File: config.mk
export PLATFORM = sky130hd
export DESIGN_NAME = dmem_arbiter
export DESIGN_NICKNAME = d
export VERILOG_FILES = /design/src/rtl/dmem_arbiter_pkg.sv /design/src/rtl/dmem_arbiter_starve_timer.sv /design/src/rtl/dmem_arbiter.sv
export SDC_FILE = /design/constraint.sdc
export NUM_CORES = 1
export LEC_CHECK = 0
export CAP_MARGIN = 5
export CORE_AREA = 2 2 105 107
export DETAILED_ROUTE_END_ITERATION = 10
export DIE_AREA = 0 0 107 109
export PLACE_DENSITY_LB_ADDON = 0.3
export SLEW_MARGIN = 40
export SYNTH_ARGS = -nofsm -noshare
export SYNTH_HDL_FRONTEND = slang
export SYNTH_HIERARCHICAL = 1
export SYNTH_SLANG_ARGS = --single-unit
export TNS_END_PERCENT = 50
File: constraint.sdc
create_clock -name clock -period 1.8 [get_ports clock]
set_input_delay 0.36 -clock clock [delete_from_list [all_inputs] [get_ports clock]]
set_output_delay 0.36 -clock clock [all_outputs]
set_load 0.005 [all_outputs]
File: src/rtl/dmem_arbiter_pkg.sv
// Shared definitions for the data-memory arbiter: memop codes, the data
// segment selector, port identifiers and the response-phase state encoding.
package dmem_arbiter_pkg;

  localparam logic [2:0]  MEMOP_BYTE = 3'b000;
  localparam logic [2:0]  MEMOP_HALF = 3'b001;
  localparam logic [2:0]  MEMOP_WORD = 3'b010;

  localparam logic [11:0] SEG_DATA   = 12'h001;

  typedef enum logic {PORT_CPU, PORT_VGA} arb_port_t;

  typedef enum logic {ST_IDLE, ST_DATA} arb_state_t;

  // Data memory only sees the in-segment offset of a byte address.
  function automatic logic [31:0] seg_offset(input logic [31:0] addr);
    return {12'b0, addr[19:0]};
  endfunction

endpackage

File: src/rtl/dmem_arbiter_starve_timer.sv
// Saturating wait counter for the fetcher. It counts cycles the fetcher has
// been requesting without a grant and flags when CPU priority must yield.
module arb_starve_timer #(
  parameter int unsigned STARVE_LIMIT = 8
) (
  input  logic clock,
  input  logic reset,
  input  logic v_req,
  input  logic v_gnt,
  output logic starved
);

  localparam logic [7:0] LIMIT = 8'(STARVE_LIMIT);

  logic [7:0] wait_q;
  logic [7:0] wait_d;

  // Clear whenever the fetcher is served or stops asking, otherwise count up and hold at 255
  always_comb begin
    wait_d = wait_q;
    if (!v_req || v_gnt) begin
      wait_d = 8'd0;
    end else if (wait_q != 8'hFF) begin
      wait_d = wait_q + 8'd1;
    end
  end

  // Wait counter register with synchronous active-low clear
  always_ff @(posedge clock) begin
    if (!reset) begin
      wait_q <= 8'd0;
    end else begin
      wait_q <= wait_d;
    end
  end

  assign starved = (wait_q >= LIMIT);

endmodule

File: src/rtl/dmem_arbiter.sv
// Shares the single data-memory port between the CPU load/store unit and the
// VGA line fetcher. CPU has fixed priority until the fetcher has waited long
// enough; out-of-segment accesses are granted but answered with an error.
module dmem_arbiter
  import dmem_arbiter_pkg::*;
#(
  parameter logic [11:0] DATA_SEG     = SEG_DATA,
  parameter int unsigned STARVE_LIMIT = 8,
  parameter logic [2:0]  VGA_OP       = MEMOP_WORD
) (
  input  logic        clock,
  input  logic        reset,
  input  logic        c_req,
  input  logic        c_we,
  input  logic [2:0]  c_op,
  input  logic [31:0] c_addr,
  input  logic [31:0] c_wdata,
  output logic        c_gnt,
  output logic        c_rvalid,
  output logic [31:0] c_rdata,
  output logic        c_err,
  input  logic        v_req,
  input  logic [31:0] v_addr,
  output logic        v_gnt,
  output logic        v_rvalid,
  output logic [31:0] v_rdata,
  output logic        v_err,
  output logic [31:0] m_addr,
  output logic [2:0]  m_op,
  output logic        m_we,
  output logic [31:0] m_wdata,
  input  logic [31:0] m_rdata,
  output logic        busy
);

  arb_state_t state_q, state_d;
  arb_port_t  pend_port_q, pend_port_d;
  logic       pend_err_q, pend_err_d;
  logic       pend_read_q, pend_read_d;

  logic starved;
  logic cSegOk;
  logic vSegOk;
  logic respActive;
  logic respCpu;
  logic respVga;

  assign cSegOk = (c_addr[31:20] == DATA_SEG);
  assign vSegOk = (v_addr[31:20] == DATA_SEG);

  arb_starve_timer #(
    .STARVE_LIMIT(STARVE_LIMIT)
  ) u_starve (
    .clock  (clock),
    .reset  (reset),
    .v_req  (v_req),
    .v_gnt  (v_gnt),
    .starved(starved)
  );

  // Pick this cycle's winner and steer its fields onto the memory port; nothing is granted while in reset
  always_comb begin
    c_gnt   = 1'b0;
    v_gnt   = 1'b0;
    m_addr  = 32'd0;
    m_op    = 3'd0;
    m_we    = 1'b0;
    m_wdata = 32'd0;
    if (reset) begin
      if (c_req && !(v_req && starved)) begin
        c_gnt   = 1'b1;
        m_addr  = seg_offset(c_addr);
        m_op    = c_op;
        m_we    = c_we && cSegOk;
        m_wdata = c_wdata;
      end else if (v_req) begin
        v_gnt   = 1'b1;
        m_addr  = seg_offset(v_addr);
        m_op    = VGA_OP;
      end
    end
  end

  // Tag the next cycle's response: any granted read, or a write that hit outside the segment
  always_comb begin
    state_d     = ST_IDLE;
    pend_port_d = pend_port_q;
    pend_err_d  = pend_err_q;
    pend_read_d = pend_read_q;
    if (c_gnt && (!c_we || !cSegOk)) begin
      state_d     = ST_DATA;
      pend_port_d = PORT_CPU;
      pend_err_d  = !cSegOk;
      pend_read_d = !c_we;
    end else if (v_gnt) begin
      state_d     = ST_DATA;
      pend_port_d = PORT_VGA;
      pend_err_d  = !vSegOk;
      pend_read_d = 1'b1;
    end
  end

  // Response tag register; a response owed across a reset is discarded
  always_ff @(posedge clock) begin
    if (!reset) begin
      state_q     <= ST_IDLE;
      pend_port_q <= PORT_CPU;
      pend_err_q  <= 1'b0;
      pend_read_q <= 1'b0;
    end else begin
      state_q     <= state_d;
      pend_port_q <= pend_port_d;
      pend_err_q  <= pend_err_d;
      pend_read_q <= pend_read_d;
    end
  end

  assign respActive = reset && (state_q == ST_DATA);
  assign respCpu    = respActive && (pend_port_q == PORT_CPU);
  assign respVga    = respActive && (pend_port_q == PORT_VGA);

  assign busy     = respActive;
  assign c_rvalid = respCpu && pend_read_q;
  assign c_err    = respCpu && pend_err_q;
  assign c_rdata  = (respCpu && !pend_err_q) ? m_rdata : 32'd0;
  assign v_rvalid = respVga && pend_read_q;
  assign v_err    = respVga && pend_err_q;
  assign v_rdata  = (respVga && !pend_err_q) ? m_rdata : 32'd0;

endmodule

==> out/qor.yml, run 1 <==
grt:
  grt_pass1_wl_mm: 14.1
  antenna_found_initial: 0
  first_global_vias: 2765
  gr-total-overflow: 0
  grt_usage_pct: 15.2
  grt_max_degree: 23
place:
  place.gp.congestion: 0.836
  portBuffers: 262
  place_hpwl_mm: 7.66
  place_area_sq_um: 4610
  post-place-ws_ns: -0.739
critical_path:
  rr_worst_depth: 12
  critPathRequiredTime_ns: 1.44
  r2r_start: "u_starve/wait_q[4]"
  cp-end-kind: "output pin"
  arrival_ns: 1.79
  path_max_fanout: 5
  crit_type: "reg2out"
  reg2reg_slack_ns: -0.11
  cp-start-kind: "flip-flop"
  r2r-end: "pend_err_q"
timing:
  finalHoldViolCount: 0
  post-route-min-period_ns: 2.15
  min_period_over_period_pct: 120
  fin_tns_setup_ns: -27.55
  rsz0062_at_grt: "true"
  finalClockSkew_ns: 0.00174
  drv_slew: 0
  whs_ns: 0.510
  setup_slack_ns: -0.355
  finalSetupViolations: 107
  fmax_mhz: 464
yosys:
  synth_top_area_cell: "and2_1"
  ys.flop_type: "dfxtp_1"
  synth_common_cells: "99 x and2_1, 20 x a22o_1, 14 x buf_4"
  async_flop_share_pct: 0
  synth-seq-cells: 12
  ys_types: 43
  netlist_area_sq_um: 1720
  yosys_warnings: 6
  synth_area_leaders: "and2_1 36%, dfxtp_1 14%, a22o_1 10%, buf_4 6.1%, a21oi_1 2.3%"
  ys_seq_area_share_pct: 13.9
  synthCells: 241
  synth_top_area_share_pct: 35.9
  synth.avg_cell_area_sq_um: 7.15
  synth_most_common_cell: "and2_1"
  synth_edf_count: 0
power:
  seqPwrFrac_pct: 20.9
  p_int_w: 0.00102
  p_switching_w: 0.000350
  p_leak_nw: 2.38
  power_density_nw_per_um2: 272
  clkPwrFrac_pct: 21.3
  comb_power_share_pct: 57.9
  switching_share_pct: 25.6
  peakVddDrop_uv: 194
final_layout:
  fin_area_sq_um: 5030
  diodes: 0
  drive_gt1_share_pct: 35.4
  utilization_pct: 47.5
  final_nets: 687
  fillerInstances: 1060
  syn_to_final_growth_pct: 192
worst_hold_path:
  min_from: "u_starve/wait_q[1]"
  worstHoldEndpoint: "u_starve/wait_q[1]"
  min_path_cells: 2
  hold_class: "reg2reg"
drt:
  num_vias: 2838
  drt_iter0_markers: 65
  vias_per_cell: 4.13
  drt_first_pass_iters: 4
  ant_nets: 0
  detail_route.wl_per_cell_um: 14.8
  drc: 0
  drt_wl_total_mm: 10.2
clock_network:
  clkLatencyLatePin_ns: 0.24
  cts.clk_slew.worst_paths_ns: 0.05
  cts_root_buf: "clkbuf_8"
  cts.sinks: 12
  tritoncts: "done"
  cts_buffer_depth: 2
  htree_levels: 1
  cts-buffers-inserted: 3
status:
  violations: "negative setup slack"
  status: "complete, but fails checks"
die:
  rows: 38
  initial_utilization_pct: 16.2
  die_h_um: 109
  core_area_sq_um: 10600
  die_x_um: 107
  io_pins: 275
  dieArea_sq_um: 11700
job:
  drv_cap: 0
==> what timing repair did <==
action,in CTS,in global routing
cloned,10,5
pin swaps,19,25
resized for setup,342,82
hold buffers,0,0
hold endpoints to repair,0,0
setup endpoints to repair,132,132
setup buffers,15,5
==> cells in the final DEF (no fill, tap or decap), types with 2 or more instances in the layout <==
| master | count |
|---|---|
| clkdlybuf4s50_1 | 169 |
| and2_1 | 76 |
| buf_2 | 51 |
| buf_6 | 37 |
| buf_4 | 32 |
| and2_4 | 23 |
| a22o_1 | 20 |
| conb_1 | 12 |
| nand2_1 | 8 |
| inv_1 | 7 |
| dlygate4sd2_1 | 7 |
| a21oi_1 | 6 |
| dlymetal6s2s_1 | 6 |
| dfxtp_2 | 6 |
| dfxtp_1 | 6 |
| nand3_1 | 5 |
| nor2_1 | 5 |
| clkbuf_8 | 4 |
| buf_16 | 4 |
| clkbuf_2 | 4 |
| buf_12 | 4 |
| nor3_2 | 4 |
| nand2b_1 | 3 |
| nor4_1 | 3 |
| clkbuf_16 | 3 |
| inv_4 | 2 |
| nor3_1 | 2 |
| and3_1 | 2 |
| nor4_4 | 2 |
| and3_4 | 2 |
| nand4_1 | 2 |
| a21oi_2 | 2 |
| a211oi_1 | 2 |
| ha_1 | 2 |
==> power by group through the flow <==
stage | Combinational, W | Clock (W) | Sequential, W
floorplan | 0.000177 | 0 | 0.000286
global placement | 0.000698 | 0 | 0.000287
detailed placement | 0.000703 | 0 | 0.000287
CTS | 0.000746 | 0.000301 | 0.000285
global route | 0.000848 | 0.000315 | 0.000286
finish | 0.000791 | 0.000291 | 0.000285
==> routing by layer <==
layer / wire length, um / part of all wire, % / track usage, %
met2: 5770 / 57 / 30.3
met4: 96 / 0.94 / 3.71
met5: 0 / 0 / 0
met3: 817 / 8.0 / 3.65
met1: 3520 / 34 / 16.0
==> stage by stage <==
step           std cells  total power (W)
2_1_floorplan        252         0.000463
3_3_place_gp         652         0.000985
3_5_place_dp         652         0.000990
4_1_cts              681          0.00133
5_1_grt              688          0.00145
6_report             688          0.00137
==> cells by family (layout without fill, tap and decap cells) <==
| group | Yosys count | count (layout) | share of synthesized area [%] |
|---|---|---|---|
| other cells | 1 | 12 | 0.218 |
| simple gates | 149 | 149 | 54.0 |
| compound gates | 41 | 41 | 19.0 |
| mux | 1 | 1 | 0.581 |
| fa+ha+maj | 2 | 2 | 1.45 |
| flops | 12 | 12 | 13.9 |
| buf+inv | 35 | 331 | 10.8 |
==> worst max path at each step <==
stage,cells after the start,start,slack (ns),end
floorplan,8,u_starve/wait_q[3],0.01,m_addr[10]
global placement,5,c_addr[22],-0.70,m_we
detailed placement,6,reset,-0.74,c_rdata[13]
CTS,10,u_starve/wait_q[5],-0.46,m_wdata[2]
global route,10,u_starve/wait_q[3],-0.48,m_wdata[0]
finish,10,u_starve/wait_q[3],-0.35,m_wdata[27]
==> area by class of cell <==
class	instances	area, sq um	share of cell area, %
clock buffers	4	55.1	1.09
repair buffers	318	3040	60.4
inverters	9	38.8	0.771
well taps	140	175	3.48
flip-flops and latches	12	248	4.92
multi-input cells	205	1480	29.3
==> sequential cells by signal (all words and copies together), names as in the netlist <==
| name | cells |
|---|---|
| u_starve/wait_q | 8 |
| pend_err_q | 1 |
| pend_port_q | 1 |
| pend_read_q | 1 |
| state_q | 1 |
==> worst max-delay path: stages, from the launching register on <==
cell and delay, ns:
dfxtp_2 0.33, nor4_4 0.27, nand2_1 0.10, nand2_1 0.08, nand3_2 0.11, inv_4 0.09, buf_6 0.11, buf_12 0.12
clkbuf_16 0.14, and2_4 0.13, buf_6 0.08
(Power assumes the default switching activity.)
==> inputs of run 2 (changes only) <==
- CORE_AREA: 2 2 105 107 -> 2 2 108 110
- DIE_AREA: 0 0 107 109 -> 0 0 110 112
- SYNTH_HIERARCHICAL: 1 -> not set
==> run 2 against run 1 <==
Net effect:
- the run still ends with negative setup slack left
- flip-flop and latch count did not move
- area after synthesis fell by 5.9%
- design area fell by 3.9%
- maximum frequency rose by 6.5%
- non-clock buffer count rose by 16
- critical path depth fell by 3
- die area rose by 5.6%
- routed wire length fell by 6.5%
- worst setup slack improved by 0.13 ns
- register-to-register slack improved by 0.24 ns
- critical endpoint is now m_addr[18]
==> out/qor.yml, run 2 <==
drt:
  drc: 0  # unchanged
  num_vias: 2760  # -2.7%
  drt_wl_total_mm: 9.54  # -6.5%
  detail_route.wl_per_cell_um: 13.9  # -6.4%
  vias_per_cell: 4.02  # -2.6%
  drt_first_pass_iters: 4  # unchanged
  drt_iter0_markers: 61  # -6.2%
  ant_nets: 0  # unchanged
clock_network:
  cts.sinks: 12  # unchanged
  htree_levels: 1  # unchanged
  cts.clk_slew.worst_paths_ns: 0.04  # about the same
  cts-buffers-inserted: 3  # unchanged
  cts_root_buf: "clkbuf_16"
  cts_buffer_depth: 2  # unchanged
  tritoncts: "done"
  clkLatencyLatePin_ns: 0.24  # about the same
yosys:
  synth_top_family_by_area: "simple AND/OR/NAND/NOR gates"
  synth_area_leaders: "and2_1 39%, dfxtp_1 15%, a22o_1 11%, buf_4 6.0%, clkbuf_1 1.9%"
  synth_common_cells: "100 x and2_1, 20 x a22o_1, 13 x buf_4"
  async_flop_share_pct: 0  # unchanged
  yosys_warnings: 0  # -6
  netlist_area_sq_um: 1620  # -5.9%
  ys_types: 41  # -4.7%
  synthAdderAreaFrac_pct: 1.54  # +0.091 points
  synth_top_area_share_pct: 38.6  # +2.6 points
  synth_top_area_cell: "and2_1"
  synthCells: 218  # -9.5%
  synth_edf_count: 0  # unchanged
  synth_simple_gate_area_share_pct: 50.8  # -3.1 points
  synth_xor_area_share_pct: 1.08  # +1.1 points
  synth-seq-cells: 12  # unchanged
  synthMuxAreaShare_pct: 0.617  # +0.036 points
  ys.flop_type: "dfxtp_1"
  synth-compound-area-share_pct: 19.4  # +0.42 points
  ys_seq_area_share_pct: 14.8  # +0.87 points
  synth.avg_cell_area_sq_um: 7.44  # +4.0%
  synth_most_common_cell: "and2_1"
critical_path:
  critPathRequiredTime_ns: 1.44  # about the same
  crit_type: "reg2out"
  r2r_start: "u_starve.wait_q[7]"
  critical_path.cell_chain: "nor3_4 -> buf_6 -> a311oi_4 -> buf_6 -> buf_12 -> a22o_1 -> buf_2"
  cp_common_cell: "buf_6"
  path_max_fanout: 6  # +1
  cp_slowest_cell: "dfxtp_2"
  cp-startpoint: "u_starve.wait_q[7]"
  cp-end-kind: "output pin"
  arrival_ns: 1.66  # -0.13 ns
  reg2reg_slack_ns: 0.13  # +0.24 ns
  cp-start-kind: "flip-flop"
  r2r-end: "pend_err_q"
  critPathMaxStageDelay_ns: 0.32  # about the same
  rr_worst_depth: 8  # -4
die:
  io_pins: 275  # unchanged
  dieArea_sq_um: 12300  # +5.6%
  initial_utilization_pct: 14.5  # -1.7 points
  die_h_um: 112  # +2.8%
  core_area_sq_um: 11200  # +5.4%
  rows: 39  # +2.6%
  die_x_um: 110  # +2.8%
worst_hold_path:
  min_from: "reset"
  hold_class: "in2reg"
  min_path_cells: 3  # +1
  worstHoldEndpoint: "pend_port_q"
status:
  violations: "negative setup slack"
  status: "complete, but fails checks"
final_layout:
  final_nets: 684  # -0.44%
  drive_gt1_share_pct: 42.1  # +6.7 points
  mostFrequentLayoutCell: "clkdlybuf4s50_1"
  top_register: "u_starve.wait_q"
  syn_to_final_growth_pct: 198
  largest_register_ffs: 8  # unchanged
  layout_common_cells: "120 x clkdlybuf4s50_1, 86 x and2_1, 68 x buf_2, 42 x buf_4, 38 x buf_6"
  fin_area_sq_um: 4840  # -3.9%
  diodes: 0  # unchanged
place:
  portBuffers: 262  # unchanged
  place.gp.congestion: 0.837  # +0.13%
  place_hpwl_mm: 7.29  # -4.8%
  place_area_sq_um: 4570  # -1.1%
timing:
  finalSetupViolations: 64  # -40%
  finalHoldViolCount: 0  # unchanged
  min_period_over_period_pct: 112  # -7.3 points
  setup_slack_ns: -0.223  # +0.132 ns
  whs_ns: 0.452  # -0.0581 ns
  drv_slew: 0  # unchanged
  rsz0062_at_grt: "true"
  fmax_mhz: 494  # +6.5%
  finalClockSkew_ns: 0.00277  # +0.00103 ns
  post-route-min-period_ns: 2.02  # -0.132 ns
grt:
  grt_max_degree: 18  # -22%
  grt_pass1_wl_mm: 14.1  # -0.19%
  grt_usage_pct: 14.4  # -0.82 points
  gr-total-overflow: 0  # unchanged
  antenna_found_initial: 0  # unchanged
  first_global_vias: 2818  # +1.9%
job:
  drv_cap: 0  # unchanged
power:
  peakVddDrop_uv: 233  # +20%
  power_density_nw_per_um2: 295  # +8.5%
  p_leak_nw: 2.58  # +8.6%
-- run 2: how the worst max path moves through the flow --
| stage | end | slack [ns] | depth (start not counted) |
|---|---|---|---|
| finish | m_addr[18] | -0.22 | 7 |
| global route | m_addr[18] | -0.30 | 8 |
| CTS | m_addr[18] | -0.25 | 7 |
| detailed placement | v_rdata[19] | -0.79 | 6 |
| global placement | v_rdata[19] | -0.76 | 6 |
| floorplan | m_addr[10] | 0.16 | 6 |
-- run 2: cells by family (layout without fill, tap and decap cells) --
group | Yosys count | after routing
simple gates | 132 | 132
mux | 1 | 1
fa+ha+maj | 2 | 2
xor+xnor | 2 | 2
compound gates | 35 | 35
other cells | 1 | 16
buf+inv | 33 | 344
flops | 12 | 12
-- run 2: cell type report --
type                       count  area (sq um)
clock buffer                   3          75.1
fill                        1135          6340
inverter                       7          26.3
multi-input combinational    188          1360
sequential                    12           256
tap                          143           179
timing repair buffer         334          2940
-- run 2: per-stage QoR --
stage / std cells / utilization, % / worst slack, ns / TNS [ns] / total power (W)
CTS: 686 / 43.6 / -0.250 / -14.22 / 0.00145
global route: 687 / 43.3 / -0.296 / -14.73 / 0.00150
finish: 687 / 43.3 / -0.223 / -8.58 / 0.00143
detailed placement: 639 / 40.9 / -0.794 / -93.62 / 0.00101
floorplan: 233 / - / 0.159 / 0 / 0.000472
global placement: 639 / 40.9 / -0.756 / -90.28 / 0.00100
-- run 2: worst max-delay path, delay by kind of cell (launching register included) --
family / cells / cell delay (ns)
buffers and inverters: 4 / 0.55
and+or+nand+nor: 1 / 0.22
AOI/OAI and AO/OA: 2 / 0.34
DFF: 1 / 0.32
-- run 2: report_power, final --
| part | leakage [nW] | internal [W] | switching (W) | total (W) |
|---|---|---|---|---|
| registers | 0.101 | 0.000279 | 0.0000150 | 0.000294 |
| clock network | 0.0370 | 0.000288 | 0.000104 | 0.000392 |
| logic | 2.45 | 0.000510 | 0.000230 | 0.000740 |
| total | 2.58 | 0.00108 | 0.000349 | 0.00143 |
-- run 2: routing by layer --
metal  part of all wire (%)  global-route usage, %  up-vias  routed length [um]
li1                       -                      -     1364                   -
met1                     34                   14.9     1227                3220
met2                     54                   28.5      155                5150
met3                     10                   3.04       14                 991
met4                    1.8                   3.46        0                 175
met5                      0                      0        -                   0
-- run 2: repair_timing --
action | CTS | global route
pin swaps | 35 | 10
setup buffers | 34 | 4
endpoints found under the setup margin | 127 | 118
resized for setup | 466 | 77
gates cloned | 10 | 0
hold buffers | 0 | 0
==> inputs of run 3 (changes only) <==
- CORE_AREA: 2 2 108 110 -> 2 2 106 108
- DIE_AREA: 0 0 110 112 -> 0 0 108 110
- clock period: 1.8 -> 2 ns (I/O delays scaled with it)
==> run 3 against run 2 <==
Net effect:
- the flow still finishes with violations (negative setup slack)
- combinational power is 12% lower
- via count decreased by 2.9%
- clock skew shrank 0.0022 ns
- design area fell by 3.3%
- final cell count is 3.1% lower
- sequential share of layout area grew 0.15 points
- routed wire length is 1.6% lower
- count of clock-buffer cells in the layout is the same
- total power shrank 21%
- register-to-register slack improved by 0.09 ns
- critical endpoint is now m_addr[11]
==> out/qor.yml, run 3 (synthesized netlist as in run 2, its figures left out) <==
grt:
  antenna_found_initial: 0  # unchanged
  grt_pass1_wl_mm: 13.8  # -2.1%
  gr-total-overflow: 0  # unchanged
  grt_max_degree: 20  # +2
  first_global_vias: 2675  # -5.1%
  grt_usage_pct: 14.6  # +0.21 points
drt:
  ant_nets: 0  # unchanged
  detail_route.wl_per_cell_um: 14.1  # +1.5%
  drt_iter0_markers: 84  # +38%
  drc: 0  # unchanged
  num_vias: 2680  # -2.9%
  vias_per_cell: 4.02  # +0.16%
  drt_wl_total_mm: 9.39  # -1.6%
  drt_first_pass_iters: 4  # unchanged
job:
  drv_cap: 0  # unchanged
timing:
  finalHoldViolCount: 0  # unchanged
  setup_slack_ns: -0.138  # +0.0845 ns
  finalClockSkew_ns: 0.000593  # -0.00217 ns
  rsz0062_at_grt: "true"
  post-route-min-period_ns: 2.14
  min_period_over_period_pct: 107
  fmax_mhz: 468
  whs_ns: 0.560  # +0.109 ns
  finalSetupViolations: 56  # -13%
  drv_slew: 0  # unchanged
critical_path:
  arrival_ns: 1.74  # +0.08 ns
  cp_common_cell: "buf_6"
  cp_slowest_cell: "dfxtp_4"
  critPathMaxStageDelay_ns: 0.35  # +0.03 ns
  crit_family: "buffers and inverters"
  path_max_fanout: 5  # -1
  critical_path.cell_chain: "nor3_4 -> a311oi_4 -> buf_6 -> buf_12 -> buf_6 -> a22o_1 -> buf_2"
  crit_buf_inv: 4  # unchanged
  crit_type: "reg2out"
  critPathRequiredTime_ns: 1.60  # +0.16 ns
  cp-start-kind: "flip-flop"
  cp-end-kind: "output pin"
final_layout:
  final_nets: 666  # -2.6%
  largest_register_ffs: 8  # unchanged
  top_register: "u_starve.wait_q"
  fin_area_sq_um: 4680  # -3.3%
  layout_common_cells: "134 x clkdlybuf4s50_1, 94 x and2_1, 43 x buf_2, 32 x dlygate4sd2_1, 30 x buf_4"
  mostFrequentLayoutCell: "clkdlybuf4s50_1"
  diodes: 0  # unchanged
  utilization_pct: 43.7  # +0.43 points
  syn_to_final_growth_pct: 188
  drive_gt1_share_pct: 31.2  # -11 points
place:
  place.gp.congestion: 0.898  # +7.3%
  place_hpwl_mm: 7.50  # +2.9%
  portBuffers: 262  # unchanged
  place_area_sq_um: 4540  # -0.52%
status:
  violations: "negative setup slack"
  status: "complete, but fails checks"
worst_hold_path:
  hold_class: "reg2reg"
power:
  p_switching_w: 0.000292  # -16%
  comb_power_share_pct: 57.8  # +5.9 points
  peakVddDrop_uv: 130  # -44%
  p_leak_nw: 2.54  # -1.6%
  clkPwrFrac_pct: 18.6  # -8.9 points
  switching_share_pct: 25.8  # +1.4 points
  p_int_w: 0.000837  # -22%
  seqPwrFrac_pct: 23.5  # +2.9 points
  power_density_nw_per_um2: 241  # -18%
clock_network:
  tritoncts: "done"
  cts_root_buf: "clkbuf_8"
  clkLatencyLatePin_ns: 0.23  # about the same
  cts_buffer_depth: 2  # unchanged
  cts-buffers-inserted: 3  # unchanged
  cts.sinks: 12  # unchanged
  htree_levels: 1  # unchanged
  cts.clk_slew.worst_paths_ns: 0.05  # about the same
die:
  io_pins: 275  # unchanged
  core_area_sq_um: 10700  # -4.3%
  dieArea_sq_um: 11900  # -3.6%
  die_x_um: 108  # -1.8%
  initial_utilization_pct: 15.2  # +0.65 points
  rows: 38  # -2.6%
  die_h_um: 110  # -1.8%
run 3: changes by cell type in the layout (fill, tap and decap cells not counted), moves of 12 or more:
cell / delta
buf_4: -12
clkdlybuf4s50_1: +14
buf_6: -18
dlygate4sd2_1: +24
buf_2: -25
run 3: layout make-up:
| cell class | instances | area, sq um |
|---|---|---|
| clock buffer | 3 | 41.3 |
| fill | 1082 | 6020 |
| inverter | 7 | 26.3 |
| multi-input combinational | 188 | 1310 |
| sequential | 12 | 255 |
| tap | 140 | 175 |
| timing repair buffer | 316 | 2870 |
run 3: routing by layer:
metal,global-route usage [%],part of all wire [%],wire length (um)
met2,27.9,51,4790
met1,16.1,37,3520
met4,4.03,2.0,190
met3,3.59,9.5,888
met5,0,0,0
run 3: worst paths after layout:
kind / startpoint / endpoint / slack [ns] / cells past startpoint
worst min register to register: u_starve.wait_q[1] / u_starve.wait_q[1] / 0.56 / 2
worst min-delay path: u_starve.wait_q[1] / u_starve.wait_q[1] / 0.56 / 2
worst max-delay path: u_starve.wait_q[3] / m_addr[11] / -0.14 / 7
worst max register to register: u_starve.wait_q[3] / pend_err_q / 0.22 / 9
run 3: power groups by stage:
stage | sequential, W | combinational (W) | clock (W)
after floorplan | 0.000263 | 0.000162 | 0
after global placement | 0.000266 | 0.000630 | 0
after detailed placement | 0.000267 | 0.000635 | 0
after CTS | 0.000265 | 0.000653 | 0.000219
after global routing | 0.000267 | 0.000704 | 0.000224
final | 0.000266 | 0.000653 | 0.000210
run 3: worst min-delay path, stage by stage (launching register included):
cell,delay [ns]
dfxtp_1,0.33
mux2i_1,0.13
nor2_1,0.05
run 3: what timing repair did:
action,in CTS,in global routing
buffers inserted,16,9
pin swaps,20,14
gates cloned,4,1
resized for setup,318,78
hold buffers,0,0
endpoints found under the setup margin,127,74
run 3: metrics by stage:
| step | setup TNS (ns) | power (W) | setup slack (ns) | std cells |
|---|---|---|---|---|
| floorplan | 0 | 0.000425 | 0.279 | 233 |
| global placement | -73.35 | 0.000897 | -0.616 | 635 |
| detailed placement | -73.86 | 0.000902 | -0.631 | 635 |
| CTS | -6.43 | 0.00114 | -0.202 | 658 |
| global route | -8.93 | 0.00120 | -0.231 | 666 |
| finish | -3.96 | 0.00113 | -0.138 | 666 |
